**src/rtl/bit_serial_add_ctrl_if.sv**
```systemverilog
// Operand/result bundle for the bit-serial adder controller.
// master drives start/a/b/cin; slave returns busy/done/sum/cout.
interface bit_serial_add_ctrl_if #(
  parameter int WIDTH = 8
);
  logic             start;
  logic [WIDTH-1:0] a;
  logic [WIDTH-1:0] b;
  logic             cin;
  logic             busy;
  logic             done;
  logic [WIDTH-1:0] sum;
  logic             cout;

  modport master (
    output start, a, b, cin,
    input  busy, done, sum, cout
  );

  modport slave (
    input  start, a, b, cin,
    output busy, done, sum, cout
  );
endinterface

```
**src/rtl/bit_serial_add_ctrl.sv**
```systemverilog
// Serialises a+b+cin LSB-first through a one-bit full adder; done pulses WIDTH cycles after start.
// No backpressure: start is only sampled in IDLE, ignored while busy, never queued.
module bit_serial_add_ctrl #(
  parameter int WIDTH = 8
) (
  input  logic                clk,
  input  logic                rst,
  bit_serial_add_ctrl_if.slave bus
);
  localparam int CW = (WIDTH > 1) ? $clog2(WIDTH) : 1;
  localparam logic [CW-1:0] LAST = CW'(WIDTH - 1);

  typedef enum logic [1:0] {IDLE, SHIFT, DONE} state_t;

  state_t           state;
  state_t           state_nxt;
  logic [WIDTH-1:0] ra;
  logic [WIDTH-1:0] rb;
  logic [WIDTH-1:0] rs;
  logic             c;
  logic [CW-1:0]    cnt;
  logic             s;
  logic             c_nxt;
  logic [WIDTH-1:0] rs_nxt;
  logic             accept;
  logic             last;

  assign s      = ra[0] ^ rb[0] ^ c;
  assign c_nxt  = (ra[0] & rb[0]) | (ra[0] & c) | (rb[0] & c);
  assign rs_nxt = {s, rs[WIDTH-1:1]};
  assign accept = (state == IDLE) && bus.start;
  assign last   = (state == SHIFT) && (cnt == LAST);

  assign bus.busy = (state != IDLE);

  always_ff @(posedge clk or negedge rst) begin
    if (!rst) begin
      state <= IDLE;
    end else begin
      state <= state_nxt;
    end
  end

  always_comb begin
    state_nxt = state;
    case (state)
      IDLE:    if (bus.start) state_nxt = SHIFT;
      SHIFT:   if (cnt == LAST) state_nxt = DONE;
      DONE:    state_nxt = IDLE;
      default: state_nxt = IDLE;
    endcase
  end

  always_ff @(posedge clk or negedge rst) begin
    if (!rst) begin
      ra  <= '0;
      rb  <= '0;
      rs  <= '0;
      c   <= 1'b0;
      cnt <= '0;
    end else if (accept) begin
      ra  <= bus.a;
      rb  <= bus.b;
      rs  <= '0;
      c   <= bus.cin;
      cnt <= '0;
    end else if (state == SHIFT) begin
      ra  <= {1'b0, ra[WIDTH-1:1]};
      rb  <= {1'b0, rb[WIDTH-1:1]};
      rs  <= rs_nxt;
      c   <= c_nxt;
      cnt <= cnt + 1'b1;
    end
  end

  // Result registers only move on the completing edge so they hold through the next SHIFT.
  always_ff @(posedge clk or negedge rst) begin
    if (!rst) begin
      bus.done <= 1'b0;
      bus.sum  <= '0;
      bus.cout <= 1'b0;
    end else begin
      bus.done <= last;
      if (last) begin
        bus.sum  <= rs_nxt;
        bus.cout <= c_nxt;
      end
    end
  end
endmodule

```
**src/flat_wrapper.sv**
```systemverilog
// flat-port wrapper written by rule: the top's interface ports become plain ports
module bit_serial_add_ctrl_flat 
#(
  parameter int WIDTH = 8
)
  (clk, rst, bus_start, bus_a, bus_b, bus_cin, bus_busy, bus_done, bus_sum, bus_cout);
  bit_serial_add_ctrl_if #(.WIDTH(WIDTH)) bus_i ();
  input  logic clk;
  input  logic rst;
  input wire logic [$bits(bus_i.start)-1:0] bus_start;
  input wire logic [$bits(bus_i.a)-1:0] bus_a;
  input wire logic [$bits(bus_i.b)-1:0] bus_b;
  input wire logic [$bits(bus_i.cin)-1:0] bus_cin;
  output wire logic [$bits(bus_i.busy)-1:0] bus_busy;
  output wire logic [$bits(bus_i.done)-1:0] bus_done;
  output wire logic [$bits(bus_i.sum)-1:0] bus_sum;
  output wire logic [$bits(bus_i.cout)-1:0] bus_cout;
  assign bus_i.start = bus_start;
  assign bus_i.a = bus_a;
  assign bus_i.b = bus_b;
  assign bus_i.cin = bus_cin;
  assign bus_busy = bus_i.busy;
  assign bus_done = bus_i.done;
  assign bus_sum = bus_i.sum;
  assign bus_cout = bus_i.cout;
  bit_serial_add_ctrl #(.WIDTH(WIDTH)) u_core (.clk(clk), .rst(rst), .bus(bus_i));
endmodule
```
**config.mk**
```make
export PLATFORM = sky130hd
export DESIGN_NAME = bit_serial_add_ctrl_flat
export DESIGN_NICKNAME = d
export VERILOG_FILES = /design/src/rtl/bit_serial_add_ctrl_if.sv /design/src/rtl/bit_serial_add_ctrl.sv /design/src/flat_wrapper.sv
export SDC_FILE = /design/constraint.sdc
export NUM_CORES = 1
export LEC_CHECK = 0
export BUFFER_PORTS_ARGS = -buffer_cell sky130_fd_sc_hd__buf_2
export CORE_ASPECT_RATIO = 1.75
export CORE_MARGIN = 8
export CORE_UTILIZATION = 30
export DETAILED_ROUTE_END_ITERATION = 10
export PLACE_DENSITY_LB_ADDON = 0.3
export SYNTH_ARGS = -nofsm -noshare
export SYNTH_HDL_FRONTEND = slang
export SYNTH_SLANG_ARGS = --single-unit
```
**constraint.sdc**
```tcl
create_clock -name clk -period 1.5 [get_ports clk]
set_clock_uncertainty 0.1 [all_clocks]
set_input_delay 0 -clock clk [delete_from_list [all_inputs] [get_ports clk]]
set_output_delay 0 -clock clk [all_outputs]
set_load 0.05 [all_outputs]
```
==> out/results.tsv, run 1 <==
metric	value	unit
fin_crit	1.47	ns
worstHoldPathCells	4	
synth_edf_count	0	
cts_inserted_buffers	5	
endpoint_kind	register	
viasPerCell	4.73	
postLayoutCoreUtil	41.2	%
avgSynthCellArea	11.5	um^2
crit_required	1.58	ns
htreeDepth	2	
start_util	30.7	%
leakagePower	1.06	nW
grt_setup_unrepaired	yes	
hold_viol_final	0	
synthMuxAreaShare	6.00	%
synthTopCellsByArea	dfrtp_1 (58%), nor3_1 (9.8%), mux2_2 (6.0%)	
die_h	115	um
cp_data_arrival_time	1.55	ns
dp.final_hpwl	2620	um
synthArstFlopShare	100	%
grt_remaining_overflow	0	
ys.flop_type	dfrtp_1	
slew_viol_final	0	
ys_types	27	
vias	1314	
ant_nets	0	
wirelength	3810	um
pin_count	31	
synth_area	1690	um^2
status	finished, final reports clean	
synth_fp_nets	170	
nets	224	
slew_headroom	67.0	%
synth_top_area_share	57.8	%
finalCritPeriodShare	97.8	%
n_fill_cell	556	
dr.pass1.iters	4	
synth-compound-area-share	10.8	%
power_density	2160	nW/um^2
peakVddDrop	0.922	mV
r2r_slack	0.03	ns
tightest_slew	0.495	ns
cts_sinks	39	
dieArea	8380	um^2
antenna_cells	0	
wl_per_cell	13.7	um
drt_iter0_drc	61	
start_kind	register	
die_x	72.7	um
syn_inst	147	
reg2regPathDepth	4	
drc	0	
power	0.00490	W
syn_to_final_growth	34.1	%
core_area	5500	um^2
path_class	register to register	
synth_top_area_cell	dfrtp_1	
cts_tree	done	
max_freq	682	MHz
cts-root-buf	clkbuf_8	
cts.clk_slew.worst_paths	0.08	ns
drive_above_1_share	33.2	%
fp-row-count	36	
port-buffer-count	30	
hp-class	input pin to register	
grt_pass1_wl	6710	um
synth_seq_area_share	57.8	%
yosysWarnings	0	
yosys.area_share.adder	2.67	%
antenna_found_initial	0	
ys_ff_latch	39	
path_max_fanout	5	
grt_pass1_vias	1408	
cap_violations	0	
setup_violations	0	
clk_latency	0.29	ns
synth_xor_area_share	0	%
synth_top_family_by_area	simple AND/OR/NAND/NOR gates	
clock_path_buffers	2	
grt.total_usage	10.1	%
gp_routability_congestion	0.763	
synthSimpleGateAreaFrac	18.8	%
grt_max_degree	40	
-- repair_timing --
action,4_1_cts,5_1_grt
pin swaps,2,0
hold buffers,15,1
endpoints found under the setup margin,9,14
resized for setup,1,5
gates cloned,1,0
endpoints found under the hold margin,53,1
buffers inserted,1,0
-- stage by stage --
| step | cells | hold WS [ns] | worst slack, ns | TNS (ns) | area [um^2] |
|---|---|---|---|---|---|
| final | 278 | 0.0244 | 0.0330 | 0 | 2270 |
| after global routing | 278 | 0.0663 | -0.0155 | -0.0301 | 2270 |
| after CTS | 277 | 0.0205 | 0.0117 | 0 | 2240 |
| after detailed placement | 252 | -0.0150 | -0.0147 | -0.0695 | 1940 |
| after global placement | 252 | -0.0136 | 0.0224 | 0 | 1940 |
| after floorplan | 147 | -0.396 | 0.00313 | 0 | 1690 |
-- where the power goes --
part | internal [W] | switching [W]
combinational | 0.000845 | 0.00117
sequential | 0.00153 | 0.000318
clock | 0.000665 | 0.000361
-- sequential cells by signal, indices dropped and copies added, names as in the netlist --
register and cells:
u_core.bus.sum 8, u_core.ra 8, u_core.rb 8, u_core.rs 7, u_core.cnt 3, u_core.state 2, u_core.bus.cout 1, u_core.bus.done 1
u_core.c 1
-- critical path: stages, from the launching register on --
cell     delay (ns)
dfrtp_1        0.39
ha_1           0.23
ha_4           0.19
nand2_2        0.11
mux2_2         0.34
-- cells in the mapped netlist, types with 2 or more instances --
master     n
dfrtp_1   39
mux2_2     9
nor3_1    33
ha_1       2
inv_1      3
a221o_1    3
nand2b_1   4
nand2_1    5
a22o_1     9
buf_2      5
nor2_1    12
o21ai_0    6
buf_4      2
or2b_1     2
-- routing by layer --
metal / up-vias / track usage, % / routed length (um)
met4: 0 / 3.36 / 56
met2: 39 / 16.6 / 1870
met3: 7 / 3.67 / 213
met1: 633 / 11.8 / 1670
li1: 635 / - / -
met5: - / 0 / 0
-- cell type report --
cell class / instances / area, um^2 / share of cell area (%)
Multi-Input combinational cell: 97 / 671 / 29.6
Tap cell: 76 / 95.1 / 4.20
Clock inverter: 2 / 60.1 / 2.65
Sequential cell: 39 / 978 / 43.2
Clock buffer: 6 / 72.6 / 3.20
Inverter: 3 / 11.3 / 0.497
Timing Repair Buffer: 55 / 378 / 16.7
-- kinds of logic (layout without fill, tap and decap cells) --
logic type	after synthesis	after routing
AND/OR/NAND/NOR	61	62
adder cells (fa/ha/maj)	3	3
flip-flops	39	39
AO/OA/AOI/OAI	23	23
buffers and inverters	12	66
multiplexers	9	9
-- placed cells by master, fill, tap and decap left out --
master          n
nand2b_2        1
dfrtp_1        37
nor2b_1         1
o21bai_1        1
ha_4            1
nand2_4         1
buf_4           9
clkbuf_1        1
o21ai_0         6
or2b_1          2
nand2_1         5
ha_1            1
a21oi_1         1
bufinv_16       2
inv_1           2
nor3_1         33
o21ba_2         1
fa_2            1
clkbuf_8        5
a32o_1          1
buf_2          30
dfrtp_2         2
or2_4           1
a22o_1          9
dlygate4sd3_1  16
nand2_2         1
nor2_1         12
nor2b_4         1
mux2_2          9
or3b_1          1
inv_2           1
a221o_1         3
o221a_2         1
nand2b_1        3
-- worst paths after layout --
kind | start | end
setup / recovery | u_core.cnt[0] | u_core.bus.sum[4]
hold / removal | bus_cin | u_core.c
setup reg to reg | u_core.cnt[0] | u_core.bus.sum[4]
hold reg to reg | u_core.bus.sum[4] | u_core.bus.sum[4]
max in group asynchronous | rst | u_core.state[0]
min in group asynchronous | rst | u_core.bus.sum[6]
Power figures use the tool's default switching activity.
==> run 2, diff against run 1 <==
==> constraint.sdc (replaced) <==
create_clock -name clk -period 1.5 [get_ports clk]
set_clock_uncertainty 0.1 [all_clocks]
set_input_delay 0 -clock clk [delete_from_list [all_inputs] [get_ports clk]]
set_output_delay 0 -clock clk [all_outputs]
set_load 0.005 [all_outputs]
==> run 2 against run 1 <==
Net effect: the run now ends with negative hold slack left; cell count grew 1.1%; global-route usage fell by 0.25 points; power is 14% lower; sequential power barely moved; worst setup slack better by 0.036 ns; via count fell by 2.2%; wire length increased by 0.16%; non-clock buffer count is 3 higher; worst hold slack worse by 0.025 ns; count of clock-buffer cells in the layout is 2 higher; largest power group is now sequential cells; highest routed layer unchanged.
==> out/results.tsv, run 2 (same netlist as run 1, synthesis figures left out) <==
metric	value	unit
cts_sinks	39	
dieArea	8380	um^2
nets	227	
comb_power_share	37.7	%
grt_max_degree	40	
setup_violations	0	
violations	negative hold slack	
critPathCapture	u_core.bus.sum[6]	
final_common_cell	dfrtp_1	
start_util	30.7	%
reg2regPathDepth	4	
grt_remaining_overflow	0	
wl_per_cell	13.6	um
cts_tree	done	
clock_path_buffers	2	
p_clk_share	18.3	%
fin_crit	1.43	ns
endpoint_kind	register	
dr.pass1.iters	4	
path_class	register to register	
syn_to_final_growth	33.6	%
slowest_stage	dfrtp_1	
cts-root-buf	clkbuf_8	
status	finished with violations	
holdCritStartpoint	bus_b[0]	
fp-row-count	36	
wirelength	3820	um
cts_inserted_buffers	5	
rr_endpoint	u_core.bus.sum[6]	
hold_slack	-0.000759	ns
port-buffer-count	30	
slew_viol_final	0	
drt_iter0_drc	48	
leakagePower	1.06	nW
cap_violations	0	
path_max_fanout	5	
seq_power_share	44.0	%
core_area	5500	um^2
startpoint	u_core.cnt[0]	
max_stage_delay	0.39	ns
grt_pass1_wl	6570	um
cts.clk_slew.worst_paths	0.07	ns
tightest_slew	0.501	ns
max_freq	699	MHz
grt.total_usage	9.89	%
r2r_slack	0.07	ns
clk_latency	0.28	ns
cp_data_arrival_time	1.50	ns
peakVddDrop	0.816	mV
finalCritPeriodShare	95.4	%
drc	0	
hold_viol_final	1	
largestRegisters	u_core.bus.sum x8, u_core.ra x8, u_core.rb x8	
multiInputGateArea	673	um^2
hp-class	input pin to register	
power_density	1860	nW/um^2
vias	1285	
p_sw	0.00137	W
dp.final_hpwl	2580	um
antenna_cells	0	
die_h	115	um
gp_routability_congestion	0.752	
grt_setup_unrepaired	no	
n_fill_cell	572	
cp_num_cells	4	
antenna_found_initial	0	
seq_area	978	um^2
setup_tns	0	ns
htreeDepth	2	
die_x	72.7	um
p_int	0.00282	W
drive_above_1_share	34.1	%
ant_nets	0	
path_buf_inv	0	
viasPerCell	4.57	
crit_required	1.57	ns
crit_chain	ha_2 > ha_4 > nand2_4 > mux2_2	
sw_frac_of_total	32.7	%
reg2reg_from	u_core.cnt[0]	
grt_pass1_vias	1463	
start_kind	register	
pin_count	31	
slew_headroom	66.6	%
critPathTopFamily	flip-flops	
final_cell_mix	dfrtp_1 (37), nor3_1 (33), buf_2 (30), dlygate4sd3_1 (15), buf_4 (13)	
run 2: how the worst min path moves through the flow:
stage          cells past startpoint           endpoint
2_1_floorplan                      0    u_core.bus.cout
3_3_place_gp                       2  u_core.bus.sum[5]
3_5_place_dp                       2  u_core.bus.sum[5]
4_1_cts                            4       u_core.rb[0]
5_1_grt                            4       u_core.rb[0]
6_report                           4       u_core.rb[0]
run 2: timing repair:
| action | in CTS | in global routing |
|---|---|---|
| gates resized for setup | 1 | 6 |
| pin swaps | 2 | 0 |
| hold buffers | 15 | 0 |
| endpoints found under the hold margin | 53 | 0 |
| endpoints found under the setup margin | 9 | 11 |
| buffers inserted | 1 | 1 |
| cloned | 1 | 0 |
run 2: through the flow:
step,setup WS [ns],utilization (%),area (um^2),total power (W),cells
after global placement,0.0203,35.7,1960,0.00333,255
after CTS,-0.00578,40.6,2230,0.00420,280
after floorplan,0.0618,-,1690,0.00284,147
final,0.0695,41.1,2260,0.00419,281
after detailed placement,-0.0141,35.7,1960,0.00337,255
after global routing,0.0241,41.1,2260,0.00453,281
run 2: layout make-up:
class / count / share of cell area, %
flip-flops and latches: 39 / 43.4
multi-input cells: 97 / 29.8
repair buffers: 58 / 17.6
clock buffers: 8 / 4.44
well taps: 76 / 4.22
inverters: 3 / 0.499
run 2: power by group through the flow:
stage	clock [W]	combinational, W	sequential (W)
2_1_floorplan	0	0.00106	0.00179
3_3_place_gp	0	0.00148	0.00185
3_5_place_dp	0	0.00151	0.00186
6_report	0.000768	0.00158	0.00184
4_1_cts	0.000791	0.00157	0.00184
5_1_grt	0.000831	0.00179	0.00191
run 2: routing by layer:
layer	up-vias	part of all wire, %	global-route usage (%)
li1	641	-	-
met1	608	43	10.3
met2	34	50	17.5
met3	2	6.0	4.10
met4	0	0.39	2.82
met5	-	0	0
run 2: tightest hold or removal path, cell delays in order:
cell,delay (ns)
buf_2,0.08
nand2b_1,0.04
o21ai_0,0.13
a221o_1,0.10
==> run 3, diff against run 2 <==
RECOVER_POWER = 100   (was unset)
==> run 3 against run 2 <==
Net effect: the flow still finishes with violations (negative hold slack); cell count unchanged; critical path depth is the same; global-route usage unchanged; register-to-register slack about the same; highest routed layer unchanged.
==> out/results.tsv, run 3 (same netlist as run 1, synthesis figures left out) <==
metric	value	unit
drc	0	
antenna_found_initial	0	
die_h	115	um
finalCritPeriodShare	95.4	%
cts.clk_slew.worst_paths	0.07	ns
dieArea	8380	um^2
drt_iter0_drc	41	
endpoint_kind	register	
wl_per_cell	13.7	um
viasPerCell	4.56	
worst_slack	0.0695	ns
slew_viol_final	0	
gp_routability_congestion	0.752	
crit_chain	ha_2 > ha_4 > nand2_4 > mux2_2	
hp-class	input pin to register	
leakagePower	1.02	nW
comb_power_share	37.0	%
status	finished with violations	
fin_crit	1.43	ns
largestRegisters	u_core.bus.sum x8, u_core.ra x8, u_core.rb x8	
post-place-ws	-0.0141	ns
path_class	register to register	
final_common_cell	dfrtp_1	
start_util	30.7	%
vias	1281	
grt_pass1_vias	1463	
cts_inserted_buffers	5	
power_density	1860	nW/um^2
antenna_cells	0	
grt_max_degree	40	
dp.final_hpwl	2580	um
fin_cells	281	
multiInputGateArea	673	um^2
tightest_slew	0.499	ns
cts_sinks	39	
peakVddDrop	0.816	mV
grt_setup_unrepaired	no	
clk_latency	0.28	ns
cp_data_arrival_time	1.50	ns
sw_frac_of_total	33.1	%
syn_to_final_growth	32.4	%
hold_viol_final	1	
core_area	5500	um^2
p_int	0.00278	W
htreeDepth	2	
die_x	72.7	um
fp-row-count	36	
grt.total_usage	9.89	%
drive_above_1_share	28.8	%
p_clk_share	18.5	%
hold_slack	-0.000928	ns
postLayoutCoreUtil	40.7	%
grt_pass1_wl	6570	um
grt_remaining_overflow	0	
dr.pass1.iters	4	
ant_nets	0	
path_max_fanout	5	
slowest_stage	dfrtp_1	
cts-root-buf	clkbuf_8	
max_freq	699	MHz
wirelength	3840	um
seq_power_share	44.5	%
n_fill_cell	580	
start_kind	register	
final_cell_mix	dfrtp_1 (37), nor3_1 (33), buf_2 (20), dlygate4sd3_1 (15)	
dp_cells	255	
pin_count	31	
nets	227	
violations	negative hold slack	
crit_required	1.57	ns
setup_violations	0	
cap_violations	0	
power	0.00415	W
p_sw	0.00137	W
slew_headroom	66.7	%
clock_path_buffers	2	
port-buffer-count	30	
cts_tree	done	
seq_area	978	um^2
max_stage_delay	0.39	ns
## run 3: cell count changes in the layout (fill, tap and decap cells not counted)
cell	previous run	this run
clkbuf_1	1	12
buf_2	30	20
buf_4	13	11
clkbuf_2	0	1
## run 3: power by group through the flow
stage,combinational [W],clock (W),sequential [W]
2_1_floorplan,0.00106,0,0.00179
3_3_place_gp,0.00148,0,0.00185
3_5_place_dp,0.00151,0,0.00186
4_1_cts,0.00157,0.000791,0.00184
5_1_grt,0.00174,0.000831,0.00192
6_report,0.00154,0.000768,0.00185
## run 3: cell type report
cell class | count | share of cell area, %
Sequential cell | 39 | 43.7
Tap cell | 76 | 4.25
Clock buffer | 8 | 4.47
Multi-Input combinational cell | 97 | 30.1
Timing Repair Buffer | 58 | 16.9
Inverter | 3 | 0.503
## run 3: critical path, delay by kind of cell, from the launching register on
kind,cells,cell delay (ns)
flip-flops,1,0.39
adder cells (fa/ha/maj),2,0.38
multiplexers,1,0.34
AND/OR/NAND/NOR,1,0.11
## run 3: per-layer routing
metal	routed length (um)	part of all wire (%)	track usage, %
met1	1700	44	10.3
met2	1910	50	17.5
met3	220	5.7	4.10
met4	15	0.39	2.82
met5	0	0	0
## run 3: path summary, 6_finish.rpt
| kind | start | depth (start not counted) | end | slack, ns |
|---|---|---|---|---|
| worst max-delay path | u_core.cnt[0] | 4 | u_core.bus.sum[6] | 0.07 |
| worst min-delay path | bus_b[0] | 4 | u_core.rb[0] | -0.0009 |
| worst max register to register | u_core.cnt[0] | 4 | u_core.bus.sum[6] | 0.07 |
| worst min register to register | u_core.bus.sum[2] | 1 | u_core.bus.sum[2] | 0.40 |
| max in group asynchronous | rst | 3 | u_core.state[0] | 0.73 |
| min in group asynchronous | rst | 3 | u_core.bus.sum[5] | 0.19 |
## run 3: per-stage QoR
| step | area (um^2) | TNS [ns] |
|---|---|---|
| final | 2240 | 0 |
| after detailed placement | 1960 | -0.0791 |
| after floorplan | 1690 | 0 |
| after CTS | 2230 | -0.0208 |
| after global routing | 2240 | 0 |
| after global placement | 1960 | 0 |
## run 3: repair_timing
| action | 4_1_cts | 5_1_grt |
|---|---|---|
| setup endpoints to repair | 9 | 11 |
| gates cloned | 1 | 0 |
| gates resized for setup | 1 | 6 |
| pin swaps | 2 | 0 |
| hold endpoints to repair | 53 | 0 |
| setup buffers | 1 | 1 |
| hold buffers | 15 | 0 |
